===== config.mk =====
export PLATFORM = sky130hd
export DESIGN_NAME = alu_mul_sequencer_flat
export DESIGN_NICKNAME = d
export VERILOG_FILES = /design/src/rtl/alu_mul_sequencer_if.sv /design/src/rtl/alu_mul_sequencer.sv /design/src/flat_wrapper.sv
export SDC_FILE = /design/constraint.sdc
export NUM_CORES = 1
export LEC_CHECK = 0
export ABC_AREA = 0
export BUFFER_PORTS_ARGS = -buffer_cell sky130_fd_sc_hd__buf_2
export CORE_ASPECT_RATIO = 1.25
export CORE_MARGIN = 2
export CORE_UTILIZATION = 49
export DETAILED_ROUTE_END_ITERATION = 6
export GPL_TIMING_DRIVEN = 0
export PLACE_DENSITY = 0.77
export SLEW_MARGIN = 20
export SYNTH_ARGS = -nofsm -noshare
export SYNTH_HDL_FRONTEND = slang
export SYNTH_SLANG_ARGS = --single-unit

===== constraint.sdc =====
create_clock -name clk -period 3.89 [get_ports clk]
set_input_delay 0.778 -clock clk [delete_from_list [all_inputs] [get_ports clk]]
set_output_delay 0.778 -clock clk [all_outputs]
set_load 0.05 [all_outputs]

===== src/rtl/alu_mul_sequencer_if.sv =====
// Request/result handshake and external Hack ALU bus of the multiply sequencer.
// master = CPU side (requests and hosts the ALU), slave = sequencer.
interface alu_mul_sequencer_if #(
  parameter int unsigned WIDTH = 16
);
  logic             start;
  logic [WIDTH-1:0] a;
  logic [WIDTH-1:0] b;
  logic             busy;
  logic             done;
  logic [WIDTH-1:0] product;
  logic             prod_zr;
  logic             prod_ng;
  logic [WIDTH-1:0] alu_x;
  logic [WIDTH-1:0] alu_y;
  logic [5:0]       alu_ctl;
  logic [WIDTH-1:0] alu_out;
  logic             alu_zr;
  logic             alu_ng;

  modport master (
    output start, a, b,
    input  busy, done, product, prod_zr, prod_ng,
    input  alu_x, alu_y, alu_ctl,
    output alu_out, alu_zr, alu_ng
  );

  modport slave (
    input  start, a, b,
    output busy, done, product, prod_zr, prod_ng,
    output alu_x, alu_y, alu_ctl,
    input  alu_out, alu_zr, alu_ng
  );
endinterface


===== src/rtl/alu_mul_sequencer.sv =====
// Shift-and-add multiplier (low WIDTH bits) that performs every addition and
// doubling through the shared Hack ALU, one ALU operation per clock.
module alu_mul_sequencer #(
  parameter int unsigned WIDTH      = 16,
  parameter bit          EARLY_EXIT = 1'b1
) (
  input logic                clk,
  input logic                reset_n,
  alu_mul_sequencer_if.slave bus
);

  localparam int unsigned CW = $clog2(WIDTH) + 1;

  localparam logic [5:0] CTL_ADD  = 6'b000010;
  localparam logic [5:0] CTL_PASS = 6'b001100;
  localparam logic [5:0] CTL_ZERO = 6'b101010;

  typedef enum logic [2:0] {
    IDLE,
    TEST,
    ADD,
    DBL,
    DONE
  } state_t;

  state_t           state, state_nx;
  logic [WIDTH-1:0] acc, mcand, mplier;
  logic [CW-1:0]    bit_cnt;
  logic             busy_q, done_q;
  logic [WIDTH-1:0] product_q;
  logic             prod_zr_q, prod_ng_q;
  logic [WIDTH-1:0] alu_x, alu_y;
  logic [5:0]       alu_ctl;

  always_comb begin
    state_nx = state;
    alu_x    = '0;
    alu_y    = '0;
    alu_ctl  = CTL_ZERO;
    case (state)
      IDLE: if (bus.start) state_nx = TEST;
      TEST: begin
        if ((EARLY_EXIT && (mplier == '0)) || (bit_cnt == CW'(WIDTH)))
          state_nx = DONE;
        else if (mplier[0])
          state_nx = ADD;
        else
          state_nx = DBL;
      end
      ADD: begin
        alu_x    = acc;
        alu_y    = mcand;
        alu_ctl  = CTL_ADD;
        state_nx = DBL;
      end
      DBL: begin
        alu_x    = mcand;
        alu_y    = mcand;
        alu_ctl  = CTL_ADD;
        state_nx = TEST;
      end
      DONE: begin
        alu_x    = acc;
        alu_ctl  = CTL_PASS;
        state_nx = IDLE;
      end
      default: state_nx = IDLE;
    endcase
  end

  // busy/done are flopped from the next state so they are glitch-free.
  always_ff @(posedge clk or negedge reset_n) begin
    if (!reset_n) begin
      state     <= IDLE;
      busy_q    <= 1'b0;
      done_q    <= 1'b0;
      acc       <= '0;
      mcand     <= '0;
      mplier    <= '0;
      bit_cnt   <= '0;
      product_q <= '0;
      prod_zr_q <= 1'b0;
      prod_ng_q <= 1'b0;
    end else begin
      state  <= state_nx;
      busy_q <= (state_nx != IDLE);
      done_q <= (state_nx == DONE);
      case (state)
        IDLE: begin
          if (bus.start) begin
            acc     <= '0;
            mcand   <= bus.a;
            mplier  <= bus.b;
            bit_cnt <= '0;
          end
        end
        ADD: acc <= bus.alu_out;
        DBL: begin
          mcand   <= bus.alu_out;
          mplier  <= mplier >> 1;
          bit_cnt <= bit_cnt + 1'b1;
        end
        DONE: begin
          product_q <= acc;
          prod_zr_q <= bus.alu_zr;
          prod_ng_q <= bus.alu_ng;
        end
        default: ;
      endcase
    end
  end

  assign bus.busy    = busy_q;
  assign bus.done    = done_q;
  assign bus.product = product_q;
  assign bus.prod_zr = prod_zr_q;
  assign bus.prod_ng = prod_ng_q;
  assign bus.alu_x   = alu_x;
  assign bus.alu_y   = alu_y;
  assign bus.alu_ctl = alu_ctl;

endmodule


===== src/flat_wrapper.sv =====
// flat-port wrapper written by rule: the top's interface ports become plain ports
module alu_mul_sequencer_flat 
#(
  parameter int unsigned WIDTH      = 16,
  parameter bit          EARLY_EXIT = 1'b1
)
  (clk, reset_n, bus_start, bus_a, bus_b, bus_busy, bus_done, bus_product, bus_prod_zr, bus_prod_ng, bus_alu_x, bus_alu_y, bus_alu_ctl, bus_alu_out, bus_alu_zr, bus_alu_ng);
  alu_mul_sequencer_if #(.WIDTH(WIDTH)) bus_i ();
  input logic clk;
  input logic reset_n;
  input wire logic [$bits(bus_i.start)-1:0] bus_start;
  input wire logic [$bits(bus_i.a)-1:0] bus_a;
  input wire logic [$bits(bus_i.b)-1:0] bus_b;
  output wire logic [$bits(bus_i.busy)-1:0] bus_busy;
  output wire logic [$bits(bus_i.done)-1:0] bus_done;
  output wire logic [$bits(bus_i.product)-1:0] bus_product;
  output wire logic [$bits(bus_i.prod_zr)-1:0] bus_prod_zr;
  output wire logic [$bits(bus_i.prod_ng)-1:0] bus_prod_ng;
  output wire logic [$bits(bus_i.alu_x)-1:0] bus_alu_x;
  output wire logic [$bits(bus_i.alu_y)-1:0] bus_alu_y;
  output wire logic [$bits(bus_i.alu_ctl)-1:0] bus_alu_ctl;
  input wire logic [$bits(bus_i.alu_out)-1:0] bus_alu_out;
  input wire logic [$bits(bus_i.alu_zr)-1:0] bus_alu_zr;
  input wire logic [$bits(bus_i.alu_ng)-1:0] bus_alu_ng;
  assign bus_i.start = bus_start;
  assign bus_i.a = bus_a;
  assign bus_i.b = bus_b;
  assign bus_busy = bus_i.busy;
  assign bus_done = bus_i.done;
  assign bus_product = bus_i.product;
  assign bus_prod_zr = bus_i.prod_zr;
  assign bus_prod_ng = bus_i.prod_ng;
  assign bus_alu_x = bus_i.alu_x;
  assign bus_alu_y = bus_i.alu_y;
  assign bus_alu_ctl = bus_i.alu_ctl;
  assign bus_i.alu_out = bus_alu_out;
  assign bus_i.alu_zr = bus_alu_zr;
  assign bus_i.alu_ng = bus_alu_ng;
  alu_mul_sequencer #(.WIDTH(WIDTH), .EARLY_EXIT(EARLY_EXIT)) u_core (.clk(clk), .reset_n(reset_n), .bus(bus_i));
endmodule

Word-level counts from Yosys, hierarchy flattened:

Index checks and enable logic that the tools add are counted.

* add/sub/neg operators: 1
* eq/ne operators: 7
* multiplexer cells: 15
* reduce and logical (&&, ||, !) cells: 10

Operators with widths (count)
* $pmux W16 S2: 4
* $mux W16: 4
* $logic_not A16 Y1: 1
* $pmux W3 S4: 1
* $pmux W6 S2: 1
* $pmux W5 S2: 1
* $eq A3 B2 Y1 const B: 2
* $eq A3 B3 Y1 const B: 2
* $mux W3: 2
* $add A5 B1 Y5 const B: 1
* $eq A5 B5 Y1 const B: 1
* $mux W5: 1
* $reduce_and A2 Y1: 2
* $reduce_bool A2 Y1: 2
* $reduce_or A2 Y1: 2
* $eq A3 B1 Y1 const B: 1
* $logic_not A3 Y1: 1
* $reduce_bool A3 Y1: 1
* $ne A2 B2 Y1 const B: 1
* $logic_or A1 B1 Y1: 1
* $mux W1: 1

* register bits: 76
* bits of input ports: 53
* logic and storage cells: 43

Depth between registers and ports, before layout:

Gate-level depths: netlist (run 1).

* word-level depth: 5
* gate-level depth with buffers: 6

Worst setup path after synthesis (run 1):

No wires, ideal clock.

* path kind: register to output
* from: register u_core.state[0]
* to: output bus_alu_x[0]
* data arrival time: 1.697 ns
* setup slack: 1.415 ns
* stages on the path, launching flop included: 7
* buffers on the path: 3
* cell sequence: dfrtp_1 > buf_2 > nor3b_4 > or2_1 > buf_2 > buf_4 > a22o_1

* word-level cells in the longest chain between the ends: 3
* elaborated cells between the ends (all ways): 5
* classes of those cells: eq/ne: 3; mux: 1; reduce/logical: 1

Ends and longest elaborated chain
* start, declared: line alu_mul_sequencer.sv:26 `state_t state, state_nx;`
* start signal, assigned: line alu_mul_sequencer.sv:85 `state <= state_nx;`
* $eq A3 B2 Y1 or $eq A3 B3 Y1 (tied branches): line alu_mul_sequencer.sv:40 `case (state)`
* $reduce_or A2 Y1 (no line)
* $pmux W16 S2 (*): line alu_mul_sequencer.sv:40
* end, declared: line flat_wrapper.sv:19 `output wire logic [$bits(bus_i.alu_x)-1:0] bus_alu_x;`

Mark *: on every way between the ends. The rest lies on a longest branch, timed or not.

Worst setup path after layout (run 1):

* from: register u_core.state[0]
* to: output bus_alu_x[10]

Same word-level chain as after synthesis.

==> flow_metrics.py, run 1 <==
metrics = {
    "outcome": {
        "status": "complete, no violations",
    },
    "clock_network": {
        "numCtsBuffers": 9,
        "cts_resized": 0,
        "cts_buffer_depth": 2,
        "postCtsSetupBuffers": 0,
        "clk_latency_ns": 0.35,
        "root_buffer": "clkbuf_8",
        "ctsHoldBuffers": 0,
        "cts_tree": "done",
        "htreeDepth": 3,
        "cts.reportedPaths.clkPinSlew_ns": 0.08,
        "cts.sinks": 76,
    },
    "routing": {
        "drt-vias-per-instance": 5.53,
        "dr.pass1.iters": 4,
        "drc": 0,
        "wl_um": 9060,
        "wl_per_cell_um": 16.8,
        "drt_iter0_markers": 231,
        "antenna_left": 0,
        "dr_total_vias": 2985,
    },
    "global_route": {
        "grt_pass1_vias": 2950,
        "grt_pass1_wl_um": 14600,
        "overflow": 0,
        "antenna_found_initial": 0,
        "track_usage_pct": 23.9,
        "grt_max_degree": 42,
    },
    "logic_synthesis": {
        "synth_mux_area_share_pct": 6.33,
        "synthesis.instances": 324,
        "synth_top_area_cell": "dfrtp_1",
        "synth_common_cells": "dfrtp_1 (76), nor2_1 (34), a22o_1 (32)",
        "ys.flop_type": "dfrtp_1",
        "ys_seq_area_share_pct": 54.1,
        "synth-async-reset-ratio_pct": 100,
        "synth_cell_type_count": 38,
        "syn_area_um2": 3520,
        "synth_top_family_by_area": "simple AND/OR/NAND/NOR gates",
        "yosys.area.top_type_share_pct": 54.1,
        "synth-simple-area-share_pct": 17.7,
        "synth_fa_ha_area_share_pct": 0.711,
        "synthTopCellsByArea": "dfrtp_1 (54%), a22o_1 (8.0%), mux2_2 (5.8%)",
        "yosys.area_share.xor_xnor_pct": 0,
        "ys_warn_count": 0,
        "syn_avg_cell_area_um2": 10.9,
        "yosysMostFrequentCell": "dfrtp_1",
        "synth_edf_count": 0,
        "synth_seq_cells": 76,
        "synth_compound_area_share_pct": 15.5,
    },
    "sta": {
        "rsz0062_at_grt": "no",
        "final_max_slew_viol_count": 0,
        "hold_slack_ns": 0.386,
        "timing.fmax_ghz": 0.324,
        "fin_setup_tns_ns": 0,
        "period_share_pct": 79.4,
        "tightestPinTransition_ns": 0.610,
        "fin_crit_ns": 3.09,
        "maxSlewHeadroom_pct": 58.8,
        "setup_viol": 0,
        "hold_violations": 0,
        "finClkSkew_ns": 0.0102,
    },
    "job": {
        "maxCapViolations": 0,
    },
    "floorplanning": {
        "dieHeight_um": 98.7,
        "ios": 111,
        "start_util_pct": 50.4,
        "die_x_um": 79.8,
        "die_area_um2": 7880,
        "core_um2": 6980,
        "rows": 34,
    },
    "power_and_ir_drop": {
        "p_leak_nw": 2.22,
        "ir_drop_v": 0.000532,
        "p_per_area_nw_per_um2": 982,
    },
    "worst_hold_path": {
        "hp-class": "in2async",
    },
    "worst_setup_path": {
        "cp_data_required_time_ns": 3.11,
        "crit_type": "reg2out",
        "endpoint_kind": "output pin",
        "cp.arrival_ns": 2.31,
        "crit_fanout": 10,
        "start_kind": "flop",
    },
    "placed_design": {
        "numPortBuffers": 108,
        "dp_hpwl_um": 6790,
        "place.gp.congestion": 0.930,
    },
    "final_layout": {
        "diodes": 0,
        "finalNetCount": 500,
        "drive_gt1_share_pct": 37.3,
        "fill_cells": 612,
        "area_delta_synth_final_pct": 25.5,
    },
}
metal layers:
layer	global-route usage (%)	vias to the layer above	wire, µm
met4	9.78	0	204
met5	0	-	0
li1	-	1408	-
met2	39.4	105	4550
met3	4.85	20	638
met1	30.8	1452	3670
final timing paths:
path	to	start	slack [ns]	cells past startpoint
max	bus_alu_x[10]	u_core.state[0]	0.80	7
min	u_core.mplier[2]	reset_n	0.39	1
max reg2reg	u_core.mplier[12]	u_core.state[1]	2.13	5
min reg2reg	u_core.bit_cnt[4]	u_core.bit_cnt[4]	0.47	1
max in group asynchronous	u_core.acc[2]	reset_n	2.93	2
min in group clk	u_core.bit_cnt[4]	u_core.bit_cnt[4]	0.47	1
final cells by class:
| cell class | count | area (µm²) | area share (%) |
|---|---|---|---|
| inverter | 6 | 22.5 | 0.510 |
| timing repair buffer | 109 | 563 | 12.8 |
| clock inverter | 6 | 88.8 | 2.01 |
| buffer | 28 | 174 | 3.94 |
| multi-input combinational | 215 | 1420 | 32.2 |
| tap | 90 | 113 | 2.55 |
| clock buffer | 10 | 128 | 2.89 |
| sequential | 76 | 1900 | 43.1 |
power breakdown:
part           switching, mW  total [mW]  internal (mW)
combinational           1.63        2.34          0.709
sequential             0.233        1.33           1.10
clock                  0.297       0.658          0.361
placed cells by master, fill, tap and decap left out, types with 3 or more instances in the layout:
master    netlist  final
buf_4           4      5
and2_1         16     16
buf_2          10    117
clkbuf_1        9     10
a31oi_1        11     11
nor3_1         22     22
nand2_1        25     25
o22ai_1        21     21
o21ai_0         3      3
mux2_2         18     18
clkbuf_8        0      9
nor2_1         34     34
dfrtp_1        76     76
buf_6           4      4
inv_1           6      6
a22o_1         32     32
nor4_1          4      4
worst max-delay path, stage by stage, from the launching register on:
cell and delay (ns):
dfrtp_1 0.36, buf_2 0.19, nor3b_4 0.40, or2_1 0.16, buf_2 0.19, buf_4 0.21
a22o_1 0.18, buf_2 0.27
per-stage QoR:
stage                     cells  setup WS, ns  total power, mW  util [%]  instance area [µm²]
after CTS                   540         0.804             4.34      63.3                 4410
after detailed placement    524          1.19             3.69      60.2                 4200
final                       540         0.800             4.33      63.3                 4410
after floorplan             325          1.42             3.10         -                 3520
after global placement      523          1.19             3.61      59.8                 4170
after global routing        540         0.678             4.58      63.3                 4410
sequential cells by signal (all words and copies together), names as in the netlist:
name / count
u_core.bus.busy: 1
u_core.bit_cnt: 5
u_core.acc: 16
u_core.mcand: 16
u_core.bus.product: 16
u_core.mplier: 16
u_core.bus.prod_ng: 1
u_core.bus.done: 1
u_core.bus.prod_zr: 1
u_core.state: 3
kinds of logic after synthesis:
| logic type | count (synthesis) |
|---|---|
| simple gates | 118 |
| other cells | 1 |
| compound gates | 73 |
| fa+ha+maj | 2 |
| buf+inv | 34 |
| mux | 20 |
| flops | 76 |
Note: power is estimated with default switching activity, not from simulation.
==> run 2: changes to the inputs <==
==> constraint.sdc (replaced) <==
create_clock -name clk -period 3.03 [get_ports clk]
set_input_delay 0.606 -clock clk [delete_from_list [all_inputs] [get_ports clk]]
set_output_delay 0.606 -clock clk [all_outputs]
set_load 0.05 [all_outputs]
==> run 2 against run 1 <==
Sequential power rose by 29%. Wire length increased by 0.78%. Clock-buffer cell count unchanged. Critical path depth fell by 2. Die area unchanged. First-iteration DRC count fell by 1.7%. Worst hold slack got worse by 0.17 ns. Core utilization rose by 0.32 points. Setup slack got worse by 0.62 ns. Non-clock buffer count grew 3. Final cell count grew 0.56%. Critical path type unchanged.
==> flow_metrics.py, run 2 (synthesis gave the netlist of run 1 again) <==
metrics = {
    "floorplanning": {
        "rows": 34,
        "core_um2": 6980,
        "start_util_pct": 50.4,
        "dieHeight_um": 98.7,
        "die_area_um2": 7880,
        "ios": 111,
        "die_x_um": 79.8,
    },
    "clock_network": {
        "clk_latency_ns": 0.35,
        "cts_resized": 0,
        "htreeDepth": 3,
        "root_buffer": "clkbuf_8",
        "cts.sinks": 76,
        "cts.reportedPaths.clkPinSlew_ns": 0.08,
        "cts_buffer_depth": 2,
        "numCtsBuffers": 9,
        "cts_tree": "done",
    },
    "sta": {
        "rsz0062_at_grt": "no",
        "hold_slack_ns": 0.214,
        "setup_viol": 0,
        "fin_setup_tns_ns": 0,
        "period_share_pct": 93.9,
        "fin_crit_ns": 2.84,
        "hold_violations": 0,
        "final_max_slew_viol_count": 0,
        "timing.fmax_ghz": 0.352,
        "maxSlewHeadroom_pct": 58.5,
        "tightestPinTransition_ns": 0.614,
        "finClkSkew_ns": 0.0104,
    },
    "worst_setup_path": {
        "cp_top_family": "buffers and inverters",
        "cp.arrival_ns": 2.24,
        "cp_num_buf_inv": 3,
        "crit_chain": "buf_4, nor2b_1, clkbuf_1, and2_1, buf_2",
        "slowest_stage": "nor2b_1",
        "start_kind": "flop",
        "endpoint_kind": "output pin",
        "cp_slowest_stage_delay_ns": 0.50,
        "crit_fanout": 10,
        "crit_type": "reg2out",
        "cp_data_required_time_ns": 2.42,
    },
    "final_layout": {
        "multi_input_area_um2": 1420,
        "drive_gt1_share_pct": 37.7,
        "seq_area_um2": 1900,
        "final_core_util_pct": 63.6,
        "fill_cells": 607,
        "finalNetCount": 503,
        "final_common_cell": "buf_2",
        "final_cell_area_um2": 4440,
        "most-common-layout-cells": "buf_2 (117), dfrtp_1 (76), nor2_1 (34)",
        "area_delta_synth_final_pct": 26.1,
        "diodes": 0,
    },
    "outcome": {
        "status": "complete, no violations",
    },
    "placed_design": {
        "place.gp.congestion": 0.930,
        "placed_cell_area_um2": 4200,
        "dp_hpwl_um": 6790,
        "numPortBuffers": 108,
    },
    "worst_hold_path": {
        "hp-class": "in2async",
    },
    "routing": {
        "dr_total_vias": 3015,
        "dr.pass1.iters": 4,
        "drt-vias-per-instance": 5.55,
        "drt_iter0_markers": 227,
        "wl_per_cell_um": 16.8,
        "antenna_left": 0,
        "wl_um": 9130,
        "drc": 0,
    },
    "global_route": {
        "grt_pass1_wl_um": 14600,
        "grt_pass1_vias": 2950,
        "grt_max_degree": 42,
        "overflow": 0,
        "track_usage_pct": 23.9,
        "antenna_found_initial": 0,
    },
    "power_and_ir_drop": {
        "p_leak_nw": 2.24,
        "p_per_area_nw_per_um2": 1260,
        "ir_drop_v": 0.000687,
    },
    "job": {
        "maxCapViolations": 0,
    },
}
-- run 2: cell types whose count changed in the layout (fill, tap and decap cells not counted) --
cell,previous run,this run
buf_4,5,8
-- run 2: area by class of cell --
| class | instances | area share (%) |
|---|---|---|
| buffer | 28 | 3.92 |
| clock buffer | 10 | 2.88 |
| clock inverter | 6 | 2.00 |
| inverter | 6 | 0.508 |
| multi-input combinational | 215 | 32.1 |
| sequential | 76 | 42.9 |
| tap | 90 | 2.54 |
| timing repair buffer | 112 | 13.2 |
-- run 2: path summary, 6_finish.rpt --
kind | depth (start not counted) | from | slack, ns | end
setup / recovery | 5 | u_core.state[1] | 0.19 | bus_alu_y[11]
hold / removal | 1 | reset_n | 0.21 | u_core.mplier[0]
setup reg to reg | 6 | u_core.state[1] | 1.13 | u_core.acc[10]
hold reg to reg | 1 | u_core.bit_cnt[4] | 0.47 | u_core.bit_cnt[4]
max in group asynchronous | 2 | reset_n | 2.24 | u_core.acc[2]
min in group clk | 1 | u_core.bit_cnt[4] | 0.47 | u_core.bit_cnt[4]
-- run 2: metal layers --
layer	GRT usage, %	vias up	routed length (µm)
li1	-	1418	-
met1	30.8	1470	3740
met2	39.4	109	4630
met3	4.85	18	570
met4	9.78	0	194
met5	0	-	0
-- run 2: power breakdown --
part / internal, mW / total (mW) / switching (mW)
Sequential: 1.41 / 1.71 / 0.302
Clock: 0.464 / 0.846 / 0.382
Combinational: 0.931 / 3.03 / 2.10
-- run 2: metrics by stage --
stage,setup WS (ns),std cells,power (mW)
finish,0.185,543,5.59
global route,0.0803,543,5.90
CTS,0.116,540,5.57
floorplan,0.727,325,3.98
global placement,0.506,523,4.64
detailed placement,0.504,524,4.73
-- run 2: what timing repair did --
item / in CTS / in global routing
hold buffers: 0 / 0
setup buffers: 0 / 3
endpoints found under the hold margin: 0 / 0
setup endpoints to repair: 0 / 6
==> run 3: changes to the inputs <==
--- a/config.mk
+++ b/config.mk
@@ -5,14 +5,14 @@
 export SDC_FILE = /design/constraint.sdc
 export NUM_CORES = 1
 export LEC_CHECK = 0
-export ABC_AREA = 0
+export ABC_AREA = 1
 export BUFFER_PORTS_ARGS = -buffer_cell sky130_fd_sc_hd__buf_2
 export CORE_ASPECT_RATIO = 1.25
 export CORE_MARGIN = 2
-export CORE_UTILIZATION = 49
+export CORE_UTILIZATION = 50
 export DETAILED_ROUTE_END_ITERATION = 6
 export GPL_TIMING_DRIVEN = 0
-export PLACE_DENSITY = 0.77
+export PLACE_DENSITY = 0.79
 export SLEW_MARGIN = 20
 export SYNTH_ARGS = -nofsm -noshare
 export SYNTH_HDL_FRONTEND = slang
==> run 3 against run 2 <==
Synthesized area is 3.1% lower. Critical path type unchanged. Via count grew 5.5%. First-iteration DRC count is 2.2% higher. Global-route usage grew 0.48 points. Die area is 4.8% lower. Design area down 3.9%. Non-clock buffer count fell by 11.
==> flow_metrics.py, run 3 <==
metrics = {
    "power_and_ir_drop": {
        "p_per_area_nw_per_um2": 1160,
        "ir_drop_v": 0.000646,
        "p_leak_nw": 2.24,
        "p_total_mw": 4.95,
    },
    "outcome": {
        "status": "complete, no violations",
    },
    "final_layout": {
        "most-common-layout-cells": "buf_2 (110), dfrtp_1 (76), nand2_1 (63)",
        "area_delta_synth_final_pct": 25.2,
        "finalNetCount": 577,
        "stdcell_count": 614,
        "final_common_cell": "buf_2",
        "drive_gt1_share_pct": 27.9,
        "diodes": 0,
    },
    "floorplanning": {
        "ios": 111,
        "start_util_pct": 51.9,
        "rows": 33,
        "die_x_um": 77.8,
        "dieHeight_um": 96.3,
        "die_area_um2": 7490,
        "core_um2": 6570,
    },
    "logic_synthesis": {
        "synth_cell_type_count": 23,
        "ys.flop_type": "dfrtp_1",
        "yosysMostFrequentCell": "dfrtp_1",
        "synth_top_area_cell": "dfrtp_1",
        "syn_area_um2": 3410,
        "synth_seq_cells": 76,
        "ys_warn_count": 0,
        "synthesis.instances": 401,
        "syn_avg_cell_area_um2": 8.50,
        "yosys.area.top_type_share_pct": 55.8,
        "synth_common_cells": "dfrtp_1 (76), nand2_1 (63), nor2_1 (60)",
        "synth_edf_count": 0,
        "synth-async-reset-ratio_pct": 100,
        "ys_seq_area_share_pct": 55.8,
        "synthTopCellsByArea": "dfrtp_1 (56%), o22ai_1 (8.6%), nand2_1 (6.9%)",
    },
    "clock_network": {
        "ctsHoldBuffers": 0,
        "cts_resized": 0,
        "cts_buffer_depth": 2,
        "postCtsSetupBuffers": 0,
        "root_buffer": "clkbuf_8",
        "cts_tree": "done",
        "clk_latency_ns": 0.36,
        "cts.reportedPaths.clkPinSlew_ns": 0.09,
        "htreeDepth": 3,
        "cts.sinks": 76,
        "numCtsBuffers": 9,
    },
    "worst_setup_path": {
        "crit_fanout": 10,
        "cp.arrival_ns": 2.23,
        "start_kind": "flop",
        "crit_chain": "nor2_2, nand2_2, inv_1, nor2_4, buf_4, o22ai_1, buf_2",
        "cp_data_required_time_ns": 2.42,
        "endpoint_kind": "output pin",
        "cp_slowest_stage_delay_ns": 0.46,
        "crit_type": "reg2out",
        "regToRegStartpoint": "u_core.state[2]",
        "slowest_stage": "dfrtp_1",
        "critPathLaunch": "u_core.state[0]",
    },
    "routing": {
        "drc": 0,
        "antenna_left": 0,
        "dr.pass1.iters": 4,
        "wl_um": 8810,
        "wl_per_cell_um": 14.3,
        "drt_iter0_markers": 232,
        "drt-vias-per-instance": 5.18,
        "dr_total_vias": 3182,
    },
    "sta": {
        "fin_setup_tns_ns": 0,
        "maxSlewHeadroom_pct": 64.6,
        "rsz0062_at_grt": "no",
        "finClkSkew_ns": 0.00905,
        "final_max_slew_viol_count": 0,
        "fin_crit_ns": 2.83,
        "setup_viol": 0,
        "tightestPinTransition_ns": 0.531,
        "period_share_pct": 93.5,
        "hold_violations": 0,
        "layout_setup_ws_ns": 0.197,
        "timing.fmax_ghz": 0.353,
    },
    "global_route": {
        "grt_max_degree": 45,
        "overflow": 0,
        "grt_pass1_wl_um": 14000,
        "grt_pass1_vias": 2997,
        "track_usage_pct": 24.4,
        "antenna_found_initial": 0,
    },
    "placed_design": {
        "numPortBuffers": 108,
        "placed_cells": 598,
        "dp_hpwl_um": 6430,
        "place.gp.congestion": 0.883,
        "dpl_worst_slack_ns": 0.634,
    },
    "worst_hold_path": {
        "hp-class": "in2async",
    },
    "job": {
        "maxCapViolations": 0,
    },
}
run 3: changes by cell type after synthesis, sizes merged, moves of 21 or more:
| cell | delta |
|---|---|
| a22o | -32 |
| inv | +52 |
| nand2 | +42 |
| nor2 | +30 |
| nor3 | -21 |
| o21ai | +43 |
| o22ai | +24 |
run 3: worst paths after layout:
kind / to / slack [ns] / depth (start not counted)
hold / removal: u_core.bus.product[0] / 0.17 / 1
hold reg to reg: u_core.bus.prod_zr / 0.49 / 2
min in group clk: u_core.bus.prod_zr / 0.44 / 3
max in group asynchronous: u_core.mplier[8] / 2.27 / 2
setup / recovery: bus_alu_x[2] / 0.20 / 7
setup reg to reg: u_core.acc[12] / 1.38 / 7
run 3: worst max-delay path, delay by kind of cell, from the launching register on:
kind / cells / cell delay (ns)
buf+inv: 3 / 0.77
flops: 1 / 0.46
simple gates: 3 / 0.45
compound gates: 1 / 0.19
run 3: per-layer routing:
layer	GRT usage (%)	vias up	routed length, µm
li1	-	1540	-
met2	41.8	121	4400
met3	3.66	20	522
met5	0	-	0
met1	30.0	1501	3660
met4	12.6	0	230
run 3: where the power goes:
group / switching (mW) / total (mW) / internal, mW
logic: 2.01 / 2.68 / 0.676
clock network: 0.411 / 0.717 / 0.307
registers: 0.177 / 1.55 / 1.37
total: 2.59 / 4.95 / 2.36
run 3: metrics by stage:
stage               utilization [%]  hold slack [ns]  cell area, µm²
CTS                            65.0            0.183            4260
finish                         65.0            0.174            4260
global placement               61.8            0.458            4060
global route                   65.0            0.201            4260
floorplan                         -            0.310            3410
detailed placement             62.2            0.468            4080
run 3: cell type report:
cell class / count / area, µm²
Clock buffer: 9 / 124
Sequential cell: 76 / 1900
Clock inverter: 7 / 57.6
Inverter: 58 / 218
Buffer: 20 / 98.8
Multi-Input combinational cell: 248 / 1190
Timing Repair Buffer: 109 / 563
Tap cell: 87 / 109
Fill cell: 575 / 2300
run 3: logic make-up after synthesis:
| group | count (synthesis) | synth area share, % |
|---|---|---|
| adder cells (fa/ha/maj) | 2 | 0.734 |
| flip-flops | 76 | 55.8 |
| buffers and inverters | 78 | 9.29 |
| AND/OR/NAND/NOR | 139 | 16.8 |
| AO/OA/AOI/OAI | 105 | 17.2 |
| other | 1 | 0.110 |
